[src/rtl/mainfsm_pkg.sv]
// Shared encodings for the multicycle main controller and the ALU decoder:
// state codes, datapath mux selects and instruction class codes.
package mainfsm_pkg;

    typedef enum logic [3:0] {
        S_FETCH    = 4'd0,
        S_DECODE   = 4'd1,
        S_MEMADR   = 4'd2,
        S_MEMREAD  = 4'd3,
        S_MEMWB    = 4'd4,
        S_MEMWRITE = 4'd5,
        S_EXECUTER = 4'd6,
        S_EXECUTEI = 4'd7,
        S_ALUWB    = 4'd8,
        S_BRANCH   = 4'd9,
        S_UNKNOWN  = 4'd10,
        S_MULSTART = 4'd11,
        S_MULWAIT  = 4'd12,
        S_MULWB    = 4'd13
    } state_t;

    localparam logic [1:0] RES_ALUOUT  = 2'b00;
    localparam logic [1:0] RES_RDATA   = 2'b01;
    localparam logic [1:0] RES_ALURES  = 2'b10;
    localparam logic [1:0] RES_MUL     = 2'b11;

    localparam logic [1:0] SRCA_REG    = 2'b00;
    localparam logic [1:0] SRCA_PC     = 2'b01;

    localparam logic [1:0] SRCB_REG    = 2'b00;
    localparam logic [1:0] SRCB_IMM    = 2'b01;
    localparam logic [1:0] SRCB_FOUR   = 2'b10;

    localparam logic [1:0] OP_DP       = 2'b00;
    localparam logic [1:0] OP_MEM      = 2'b01;
    localparam logic [1:0] OP_BR       = 2'b10;
    localparam logic [1:0] OP_ILL      = 2'b11;

endpackage

[src/rtl/mainfsm_hs_wait_timer.sv]
// Watchdog for wait states: counts stalled cycles in the current state and
// flags expiry on the stalled cycle that brings the count to TIMEOUT.
module wait_timer #(
    parameter int unsigned TIMEOUT = 16
) (
    input  logic clk,
    input  logic reset,
    input  logic clr,
    input  logic en,
    output logic expired
);

    localparam int unsigned CW = (TIMEOUT > 0) ? $clog2(TIMEOUT + 1) : 1;
    localparam logic [CW-1:0] LIMIT = CW'(TIMEOUT);
    localparam logic [CW-1:0] LAST  = (TIMEOUT > 0) ? CW'(TIMEOUT - 1) : '0;

    logic [CW-1:0] cnt;

    // cnt holds the number of earlier stalled cycles; it saturates at LIMIT.
    always_ff @(posedge clk or posedge reset) begin
        if (reset)
            cnt <= '0;
        else if (clr)
            cnt <= '0;
        else if (en && (cnt != LIMIT))
            cnt <= cnt + 1'b1;
    end

    assign expired = (TIMEOUT > 0) && en && (cnt >= LAST);

endmodule

[src/rtl/mainfsm_hs.sv]
// Multicycle CPU main control FSM with memory ready handshake, a multi-cycle
// multiply path and a watchdog that aborts any stalled wait state.
module mainfsm_hs
    import mainfsm_pkg::*;
#(
    parameter bit          MUL_EN  = 1'b1,
    parameter bit          MEM_HS  = 1'b1,
    parameter int unsigned TIMEOUT = 16
) (
    input  logic       clk,
    input  logic       reset,
    input  logic [1:0] Op,
    input  logic [5:0] Funct,
    input  logic       is_mul,
    input  logic       mem_ready,
    input  logic       mul_done,
    output logic       IRWrite,
    output logic       NextPC,
    output logic       RegW,
    output logic       MemW,
    output logic       Branch,
    output logic       AdrSrc,
    output logic       ALUOp,
    output logic [1:0] ResultSrc,
    output logic [1:0] ALUSrcA,
    output logic [1:0] ALUSrcB,
    output logic       mul_start,
    output logic       bus_err,
    output logic [3:0] state_o
);

    // Handshake: an access is presented from the first cycle of FETCH, MEMREAD
    // or MEMWRITE and held unchanged until a cycle with mem_ready=1, which
    // completes it; with MEM_HS=0 every access completes in its first cycle.
    state_t state, state_next;
    logic   rdy;
    logic   waiting;
    logic   expired;
    logic   unused_funct;

    assign rdy          = mem_ready | ~MEM_HS;
    assign unused_funct = ^Funct[4:1];
    assign state_o      = state;

    always_comb begin
        waiting = 1'b0;
        case (state)
            S_FETCH, S_MEMREAD, S_MEMWRITE: waiting = ~rdy;
            S_MULWAIT:                      waiting = ~mul_done;
            default:                        waiting = 1'b0;
        endcase
    end

    wait_timer #(.TIMEOUT(TIMEOUT)) u_wait_timer (
        .clk     (clk),
        .reset   (reset),
        .clr     (state_next != state),
        .en      (waiting),
        .expired (expired)
    );

    always_ff @(posedge clk or posedge reset) begin
        if (reset)
            state <= S_FETCH;
        else
            state <= state_next;
    end

    always_comb begin
        state_next = state;
        case (state)
            S_FETCH:    if (rdy) state_next = S_DECODE;
            S_DECODE: begin
                case (Op)
                    OP_DP: begin
                        if (is_mul && MUL_EN) state_next = S_MULSTART;
                        else if (Funct[5])    state_next = S_EXECUTEI;
                        else                  state_next = S_EXECUTER;
                    end
                    OP_MEM:  state_next = S_MEMADR;
                    OP_BR:   state_next = S_BRANCH;
                    default: state_next = S_UNKNOWN;
                endcase
            end
            S_EXECUTER: state_next = S_ALUWB;
            S_EXECUTEI: state_next = S_ALUWB;
            S_ALUWB:    state_next = S_FETCH;
            S_MEMADR:   state_next = Funct[0] ? S_MEMREAD : S_MEMWRITE;
            S_MEMREAD:  if (rdy) state_next = S_MEMWB;
            S_MEMWB:    state_next = S_FETCH;
            S_MEMWRITE: if (rdy) state_next = S_FETCH;
            S_BRANCH:   state_next = S_FETCH;
            S_MULSTART: state_next = S_MULWAIT;
            S_MULWAIT:  if (mul_done) state_next = S_MULWB;
            S_MULWB:    state_next = S_FETCH;
            default:    state_next = S_FETCH;
        endcase
        // expired implies the wait condition is unmet, so a met condition wins.
        if (expired) state_next = S_UNKNOWN;
    end

    always_comb begin
        IRWrite   = 1'b0;
        NextPC    = 1'b0;
        RegW      = 1'b0;
        MemW      = 1'b0;
        Branch    = 1'b0;
        AdrSrc    = 1'b0;
        ALUOp     = 1'b0;
        ResultSrc = RES_ALUOUT;
        ALUSrcA   = SRCA_REG;
        ALUSrcB   = SRCB_REG;
        mul_start = 1'b0;
        bus_err   = expired & ~reset;
        case (state)
            S_FETCH: begin
                IRWrite   = rdy & ~expired & ~reset;
                NextPC    = rdy & ~expired & ~reset;
                ALUSrcA   = SRCA_PC;
                ALUSrcB   = SRCB_FOUR;
                ResultSrc = RES_ALURES;
            end
            S_DECODE: begin
                ALUSrcA   = SRCA_PC;
                ALUSrcB   = SRCB_FOUR;
                ResultSrc = RES_ALURES;
            end
            S_EXECUTER: ALUOp = 1'b1;
            S_EXECUTEI: begin
                ALUSrcB = SRCB_IMM;
                ALUOp   = 1'b1;
            end
            S_ALUWB:    RegW = 1'b1;
            S_MEMADR:   ALUSrcB = SRCB_IMM;
            S_MEMREAD:  AdrSrc = 1'b1;
            S_MEMWB: begin
                RegW      = 1'b1;
                ResultSrc = RES_RDATA;
            end
            S_MEMWRITE: begin
                AdrSrc = 1'b1;
                MemW   = ~expired;
            end
            S_BRANCH: begin
                Branch    = 1'b1;
                ALUSrcB   = SRCB_IMM;
                ResultSrc = RES_ALURES;
            end
            S_MULSTART: mul_start = 1'b1;
            S_MULWB: begin
                RegW      = 1'b1;
                ResultSrc = RES_MUL;
            end
            default: ;
        endcase
    end

endmodule

[config.mk]
export PLATFORM = sky130hd
export DESIGN_NAME = mainfsm_hs
export DESIGN_NICKNAME = d
export VERILOG_FILES = /design/src/rtl/mainfsm_pkg.sv /design/src/rtl/mainfsm_hs_wait_timer.sv /design/src/rtl/mainfsm_hs.sv
export SDC_FILE = /design/constraint.sdc
export NUM_CORES = 1
export LEC_CHECK = 0
export CELL_PAD_IN_SITES_DETAIL_PLACEMENT = 1
export CELL_PAD_IN_SITES_GLOBAL_PLACEMENT = 2
export CORE_AREA = 2 2 57 73
export DETAILED_ROUTE_END_ITERATION = 10
export DIE_AREA = 0 0 59 75
export GPL_ROUTABILITY_DRIVEN = 0
export MAX_ROUTING_LAYER = met4
export PLACE_DENSITY = 0.87
export SLEW_MARGIN = 20
export SYNTH_ARGS = -nofsm -noshare
export SYNTH_HDL_FRONTEND = slang
export SYNTH_SLANG_ARGS = --single-unit
[constraint.sdc]
create_clock -name clk -period 4.3 [get_ports clk]
set_input_delay 0.86 -clock clk [delete_from_list [all_inputs] [get_ports clk]]
set_output_delay 0.86 -clock clk [all_outputs]
set_load 0.02 [all_outputs]
======== Yosys cells after proc, flatten, opt, wreduce, memory -nomap -nowiden ========
Index checks and enable logic that the tools add are counted.
storage, ports and cells
  bits in registers ....................... 9
  output and inout port bits .............. 19
  word-level logic and storage cells ...... 62
cells by class
  add/subtract/negate cells ............... 1
  $lt $le $gt $ge ......................... 1
  equality and inequality tests ........... 16
  mux-type cells .......................... 23
  bitwise gates (word level) .............. 7
  reductions and logical operators ........ 12
operators with widths
  operator                                                                             number
  4-bit one-hot mux with 8 select lines                                                1
  4-bit two-way mux                                                                    6
  4-bit == test, second input constant                                                 5
  4-bit by 3-bit == test with 1-bit output, second input constant                      4
  4-bit one-hot mux with 3 select lines                                                1
  3-bit OR reduction                                                                   4
  5-bit two-way mux                                                                    2
  1-bit two-way mux                                                                    9
  4-bit by 2-bit == test with 1-bit output, second input constant                      2
  2-bit one-hot mux with 3 select lines                                                1
  2-bit OR reduction                                                                   3
  5-bit by 1-bit adder with 5-bit output, second input constant                        1
  5-bit by 4-bit greater-or-equal comparator with 1-bit output, second input constant  1
  5-bit inequality test, second input constant                                         1
  4-bit by 1-bit == test with 1-bit output, second input constant                      1
  4-bit zero test                                                                      1
  4-bit inequality test                                                                1
  1-bit NOT                                                                            4
  2-bit one-hot mux with 2 select lines                                                1
  1-bit bitwise AND                                                                    3
  3-bit two-way mux                                                                    1
  2-bit by 1-bit == test with 1-bit output, second input constant                      1
  2-bit == test, second input constant                                                 1
  1-bit logical AND                                                                    2
  3 further kinds                                                                      3

======== Logic depth before layout (Yosys ltp) ========
Gate-level depths: netlist of the first run.
  word-level depth ........................ 8
  mapped depth ............................ 8
  mapped depth without buffers ............ 8

======== Modules after synthesis ========
Synthesis of the first run repeated with hierarchy kept, for this count alone.
unflattened totals
  cells, all modules ...................... 138
  area total of the unflattened synthesis .. 985.9 sq um
by module, submodules not included
  module      instances  cells an instance  area each (sq um)  seq. area each (sq um)
  mainfsm_hs  1          105                674.4              100.1
  wait_timer  1          33                 311.5              125.1

======== Least setup slack after synthesis of the first run ========
Ideal clock, no wire load.
  path type ............................... reg2out
  start point ............................. reg state[3], in the netlist state_o[3]
  end point ............................... out NextPC
  data arrival time ....................... 2412 ps
  setup slack ............................. 1028 ps
  cell stages (with the launch flop) ...... 6
  cell sequence ........................... dfrtp_1 -> buf_1 -> clkbuf_1 -> nor3_1 -> nor3b_1 -> buf_4
between the ends
  word-level cells in the longest chain between the ends .. 8
  elaborated cells on any way between the ends .. 11
  those cells by class .................... eq/ne: 3; mux: 2; bitwise: 3; reduce/logical: 3
RTL lines
  item                                                                    line                         RTL
  start: declaration                                                      mainfsm_hs.sv:35             state_t state, state_next;
  start signal: assignment                                                mainfsm_hs.sv:66             state <= state_next;
  4-bit by 3-bit == test with 1-bit output, or another cell as far along  mainfsm_hs.sv:47             case (state)
  3-bit OR reduction                                                      mainfsm_hs.sv:47
  1-bit one-hot mux with 2 select lines                                   mainfsm_hs.sv:47
  1-bit logical AND                                                       mainfsm_hs_wait_timer.sv:29  assign expired = (TIMEOUT > 0) && en && (cnt >= LAST);
  1-bit NOT                                                               n/a
  1-bit bitwise AND (2 in series)                                         n/a
  1-bit two-way mux *                                                     n/a
  end: declaration                                                        mainfsm_hs.sv:18             output logic NextPC,
Mark *: on every way between the ends. The rest lies on a longest branch, timed or not.

======== Final worst setup path of the first run ========
  start point ............................. in mem_ready
  end point ............................... out bus_err
between the ends
  word-level cells in the longest chain between the ends .. 4
RTL lines
  item                                   line                         RTL
  start: declaration                     mainfsm_hs.sv:15             input logic mem_ready,
  1-bit NOT                              mainfsm_hs.sv:48             S_FETCH, S_MEMREAD, S_MEMWRITE: waiting = ~rdy;
  1-bit one-hot mux with 2 select lines  mainfsm_hs.sv:47
  1-bit logical AND                      mainfsm_hs_wait_timer.sv:29
  1-bit bitwise AND                      mainfsm_hs.sv:114            bus_err = expired & ~reset;
  end: declaration                       mainfsm_hs.sv:28             output logic bus_err,
No other way between the ends.

==> results of run 1 <==
-- how the worst max path moves through the flow --
stage                     endpoint  slack [ns]  cells after the start
after floorplan             NextPC        1.03                      5
after global placement     bus_err        0.26                      7
after detailed placement   bus_err        0.26                      7
after CTS                  bus_err        0.26                      7
after global routing       bus_err        0.12                      7
final                      bus_err        0.24                      7
-- worst min-delay path: stages, from the launching register on --
cell and delay [ns]:
dfrtp_1 0.40, xnor2_1 0.09, nand2_1 0.06, nor2_1 0.04
-- metal layers --
layer / up-vias / track usage [%]
met5: - / -
met4: 0 / 4.293
met3: 4 / 2.234
met2: 21 / 27.04
met1: 499 / 16.12
li1: 500 / -
-- flip-flops by register name, indices dropped and copies added (netlist names) --
name,cells
state_o,4
u_wait_timer.cnt,5
-- area by class of cell --
cell class	count	area [um^2]	share of cell area, %
well taps	40	50.05	3.777
flip-flops and latches	9	225.2	17.00
repair buffers	31	297.8	22.47
multi-input cells	99	676.9	51.09
clock buffers	4	45.04	3.399
inverters	8	30.03	2.266
-- layout by cell type (no fill, tap or decap), drive strengths merged, types with 5 or more instances in the layout --
cell type	instances
inv	8
dfrtp	9
nand2b	5
a21oi	7
nand2	12
nor2	12
nor2b	5
buf	5
clkdlybuf4s50	26
-- logic make-up (layout without fill, tap and decap cells) --
family,count (synthesis),in the layout
and+or+nand+nor,63,63
AOI/OAI and AO/OA,27,27
buffers and inverters,17,43
DFF,9,9
adders and majority gates,3,3
muxes,3,3
xor gates and xnor gates,2,2
other,1,1
-- metrics by stage --
stage               instances  instance area, um^2  hold WS (ns)  utilization [%]  worst slack [ns]
finish                    191                 1325        0.6263            35.90            0.2385
global route              191                 1325        0.6764            35.90            0.1211
CTS                       191                 1325        0.6322            35.90            0.2554
detailed placement        187                 1280        0.6278            34.68            0.2650
global placement          187                 1280        0.5899            34.68            0.2650
floorplan                 125                975.9        0.5543                -             1.028
-- power groups by stage --
stage | logic, uW | registers [uW] | clock network (uW)
floorplan | 399 | 146 | 0
global placement | 638 | 121 | 0
detailed placement | 655 | 123 | 0
CTS | 656 | 122 | 98.4
global route | 704 | 125 | 104
finish | 650 | 122 | 93.8
==> flow_metrics.env, run 1 <==
export IMPL_viasPerCell=5.361
export IMPL_clkLatencyLatePin_ns=0.23
export IMPL_grt_antenna_before_repair=0
export IMPL_reg2reg_slack_ns=2.07
export IMPL_grt_overflow_total=0
export IMPL_min_to="u_wait_timer.cnt[3]"
export IMPL_ys_flop_type="dfrtp_1"
export IMPL_tightest_slew_ns=0.6430
export IMPL_synth_top_family_by_area="simple AND/OR/NAND/NOR gates"
export IMPL_fin_crit_sh_pct=94.45
export IMPL_wire_per_inst_um=15.28
export IMPL_synthMuxAreaShare_pct=3.205
export IMPL_synthAdderAreaFrac_pct=3.846
export IMPL_critical_path_max_stage_delay_ns=0.61
export IMPL_dieArea_um2=4425
export IMPL_synth_area_top_cells="dfrtp_1 (23%), nand2_1 (4.6%), nor2_1 (4.6%), ha_1 (3.8%), a21oi_1 (3.6%)"
export IMPL_finalPower_uw=866.1
export IMPL_hold_depth=3
export IMPL_cts_path_max_buffers=2
export IMPL_cts_root_buf="clkbuf_8"
export IMPL_p_switching_uw=411.6
export IMPL_wl_met1_um=1252
export IMPL_yosysSeqAreaShare_pct=23.08
export IMPL_yosys_area_share_simple_pct=39.49
export IMPL_p_int_uw=454.5
export IMPL_cpMostUsedCell="clkdlybuf4s50_1"
export IMPL_slowest_stage="clkdlybuf4s50_1"
export IMPL_nets=168
export IMPL_drcViolationCount=0
export IMPL_rsz0062_at_grt="false"
export IMPL_crit_chain="clkdlybuf4s50_1 > or2_2 > a32oi_1 > o211a_1 > and4_4 > and2_1 > clkdlybuf4s50_1"
export IMPL_switching_share_pct=47.52
export IMPL_drive_above_1_share_pct=11.26
export IMPL_num_vias=1024
export IMPL_startpoint="mem_ready"
export IMPL_async_reset_ff_share_pct=100.0
export IMPL_fp_dieH_um=75
export IMPL_synthesis_area_um2=975.9
export IMPL_drt_iter0_markers=20
export IMPL_synth_edf_count=0
export IMPL_routed_top_layer="met4"
export IMPL_p_leak_uw=0.0005502
export IMPL_path_clk_slew_ns=0.04
export IMPL_power_frac_comb_pct=75.1
export IMPL_reg2reg_from="u_wait_timer.cnt[0]"
export IMPL_grt_pass1_wl_um=4892
export IMPL_path_max_fanout=9
export IMPL_ant_nets=0
export IMPL_cts_tree="done"
export IMPL_vdd_drop_max_mv=0.3027
export IMPL_hp_start="u_wait_timer.cnt[3]"
export IMPL_num_fill_cells=466
export IMPL_min_period_ns=4.061
export IMPL_worstSetupPathType="primary input to output port"
export IMPL_grt_use_total_pct=14.69
export IMPL_worstPathArrival_ns=3.20
export IMPL_io_buffer_count=26
export IMPL_routed_wl_um=2919
export IMPL_htreeDepth=1
export IMPL_synth_seq_cells=9
export IMPL_clkPwrFrac_pct=10.8
export IMPL_synth_compound_area_share_pct=20.64
export IMPL_rows=25
export IMPL_antenna_diode_count=0
export IMPL_critPathCaptureType="output port"
export IMPL_grt_max_degree=25
export IMPL_seqPwrFrac_pct=14.1
export IMPL_grt_pass1_vias=1074
export IMPL_yosysUniqueCellTypes=49
export IMPL_syn_inst=125
export IMPL_synth_top_area_share_pct=23.08
export IMPL_hp_class="register to register"
export IMPL_synth_xor_area_share_pct=1.795
export IMPL_cts_sinks=9
export IMPL_initial_core_util_pct=26.44
export IMPL_syn_to_final_growth_pct=35.77
export IMPL_final_max_slew_viol_count=0
export IMPL_holdBufCountCts=0
export IMPL_fmax_mhz=246.2
export IMPL_skew_ns=0.001278
export IMPL_tns_ns=0
export IMPL_wl_met3_um=78
export IMPL_slew_headroom_pct=56.77
export IMPL_die_x_um=59
export IMPL_required_ns=3.44
export IMPL_reg2reg_depth=7
export IMPL_setup_viol=0
export IMPL_synthesis_area_per_instance_um2=7.807
export IMPL_drt_pass1_iter_count=4
export IMPL_synth_warning_count=0
export IMPL_cellPowerDensity_nw_per_um2=653.6
export IMPL_cpLargestDelayFamily="buffers and inverters"
export IMPL_cp_buffers_inverters=2
export IMPL_status="complete, no violations"
export IMPL_hold_viol=0
export IMPL_synth_nets=141
export IMPL_met2WireLength_um=1557
export IMPL_synth_largest_area_cell="dfrtp_1"
export IMPL_cts_resized=0
export IMPL_rr_endpoint="u_wait_timer.cnt[1]"
export IMPL_drv_cap=0
export IMPL_cts_buffers=3
export IMPL_startpoint_type="primary input"
export IMPL_dp_hpwl_um=2287
export IMPL_design_core_area_um2=3691
export IMPL_io_pins=32
export IMPL_synth_top_cells_by_count="nand2_1 (12), nor2_1 (12), dfrtp_1 (9)"
export IMPL_post_cts_setup_buffer_count=0
No activity file was read; power rests on OpenSTA's default activity.
==> inputs of run 2 (changes only) <==
--- a/config.mk
+++ b/config.mk
@@ -6,13 +6,13 @@
 export NUM_CORES = 1
 export LEC_CHECK = 0
 export CELL_PAD_IN_SITES_DETAIL_PLACEMENT = 1
-export CELL_PAD_IN_SITES_GLOBAL_PLACEMENT = 2
-export CORE_AREA = 2 2 57 73
+export CELL_PAD_IN_SITES_GLOBAL_PLACEMENT = 1
+export CORE_AREA = 2 2 51 65
 export DETAILED_ROUTE_END_ITERATION = 10
-export DIE_AREA = 0 0 59 75
+export DIE_AREA = 0 0 53 67
 export GPL_ROUTABILITY_DRIVEN = 0
 export MAX_ROUTING_LAYER = met4
-export PLACE_DENSITY = 0.87
+export PLACE_DENSITY = 0.86
 export SLEW_MARGIN = 20
 export SYNTH_ARGS = -nofsm -noshare
 export SYNTH_HDL_FRONTEND = slang
==> flow_metrics.env, run 2 (same netlist as run 1, synthesis figures left out) <==
export IMPL_status="complete, no violations"
export IMPL_startpoint_type="primary input"
export IMPL_fp_dieH_um=67
export IMPL_pre_cts_slack_ns=0.3243
export IMPL_fmax_mhz=251.3
export IMPL_vdd_drop_max_mv=0.3030
export IMPL_p_leak_uw=0.0005473
export IMPL_worstPathArrival_ns=3.12
export IMPL_fin_crit_sh_pct=92.56
export IMPL_tightest_slew_ns=0.6240
export IMPL_slew_headroom_pct=58.04
export IMPL_cellPowerDensity_nw_per_um2=644.8
export IMPL_path_clk_slew_ns=0.06
export IMPL_critPathCaptureType="output port"
export IMPL_grt_overflow_total=0
export IMPL_holdBufCountCts=0
export IMPL_nets=169
export IMPL_rows=22
export IMPL_holdWs_ns=0.6244
export IMPL_worstSetupPathType="primary input to output port"
export IMPL_reg2reg_depth=7
export IMPL_hold_viol=0
export IMPL_grt_max_degree=25
export IMPL_num_vias=1042
export IMPL_postPlaceCellArea_um2=1282
export IMPL_hold_depth=3
export IMPL_antenna_diode_count=0
export IMPL_drcViolationCount=0
export IMPL_largest_reg_flops=5
export IMPL_crit_chain="clkdlybuf4s50_1 > or2_2 > a32oi_1 > o211a_1 > and4_4 > and2_1 > clkdlybuf4s50_1"
export IMPL_skew_ns=0.002897
export IMPL_cpMostUsedCell="clkdlybuf4s50_1"
export IMPL_cts_root_buf="clkbuf_4"
export IMPL_viasPerCell=5.543
export IMPL_ant_nets=0
export IMPL_io_buffer_count=26
export IMPL_hp_class="register to register"
export IMPL_final_cells=188
export IMPL_fin_ws_ns=0.3200
export IMPL_slowest_stage="clkdlybuf4s50_1"
export IMPL_clkLatencyLatePin_ns=0.26
export IMPL_setup_viol=0
export IMPL_drive_above_1_share_pct=11.84
export IMPL_cts_tree="done"
export IMPL_drt_pass1_iter_count=4
export IMPL_initial_core_util_pct=33.77
export IMPL_critical_path_max_stage_delay_ns=0.61
export IMPL_post_cts_setup_buffer_count=0
export IMPL_path_max_fanout=7
export IMPL_wire_per_inst_um=15.79
export IMPL_design_core_area_um2=2890
export IMPL_required_ns=3.44
export IMPL_min_period_ns=3.980
export IMPL_grt_pass1_wl_um=5050
export IMPL_dp_hpwl_um=2304
export IMPL_cts_sinks=9
export IMPL_io_pins=32
export IMPL_syn_to_final_growth_pct=34.10
export IMPL_mostFrequentLayoutCell="clkdlybuf4s50_1"
export IMPL_dp_cells=184
export IMPL_cts_path_max_buffers=2
export IMPL_tns_ns=0
export IMPL_grt_antenna_before_repair=0
export IMPL_rsz0062_at_grt="false"
export IMPL_cts_buffers=3
export IMPL_cts_resized=0
export IMPL_drt_iter0_markers=31
export IMPL_dieArea_um2=3551
export IMPL_regMostFlops="u_wait_timer.cnt"
export IMPL_finish_instance_area_um2=1309
export IMPL_routed_wl_um=2969
export IMPL_grt_use_total_pct=19.89
export IMPL_drv_cap=0
export IMPL_mostFrequentLayoutCells="clkdlybuf4s50_1 (26), nor2_1 (12), nand2_1 (12), dfrtp_1 (9)"
export IMPL_htreeDepth=1
export IMPL_grt_pass1_vias=1084
export IMPL_die_x_um=53
export IMPL_final_max_slew_viol_count=0
export IMPL_num_fill_cells=359
## run 2: cell types whose count changed in the layout (fill, tap and decap cells not counted)
cell      before  now
buf_4          5    6
clkbuf_4       0    3
clkbuf_8       3    0
## run 2: worst max-delay path, delay by kind of cell
| family | cells | cell delay [ns] |
|---|---|---|
| AO/OA/AOI/OAI | 2 | 0.39 |
| buffers and inverters | 2 | 1.14 |
| AND/OR/NAND/NOR | 3 | 0.72 |
## run 2: cell type report
type	count	area, um^2	area share (%)
multi-input combinational	99	676.9	51.72
timing repair buffer	32	305.3	23.33
sequential	9	225.2	17.21
tap	36	45.04	3.442
inverter	8	30.03	2.294
clock buffer	4	26.28	2.008
## run 2: routing by layer
layer | track usage, % | share of wire [%] | vias up
li1 | - | - | 505
met1 | 22.63 | 41 | 496
met2 | 34.38 | 53 | 33
met3 | 4.036 | 4.0 | 8
met4 | 6.410 | 2.3 | 0
met5 | - | 0 | -
## run 2: final timing paths
kind                                           from                   to  slack (ns)
min in group asynchronous                     reset           state_o[1]        0.93
max in group asynchronous                     reset  u_wait_timer.cnt[1]        3.10
worst max-delay path                      mem_ready              bus_err        0.32
worst max register to register  u_wait_timer.cnt[0]  u_wait_timer.cnt[1]        2.10
worst min-delay path            u_wait_timer.cnt[3]  u_wait_timer.cnt[3]        0.62
worst min register to register  u_wait_timer.cnt[3]  u_wait_timer.cnt[3]        0.62
## run 2: per-stage QoR
stage	power (uW)	utilization, %
final	843.9	45.28
after CTS	853.1	45.28
after global placement	759.1	44.37
after floorplan	545.3	-
after detailed placement	785.3	44.37
after global routing	915.4	45.28
## run 2: where the power goes
part | internal [uW] | switching (uW)
sequential | 107 | 14.5
combinational | 284 | 375
clock | 35.6 | 27.6
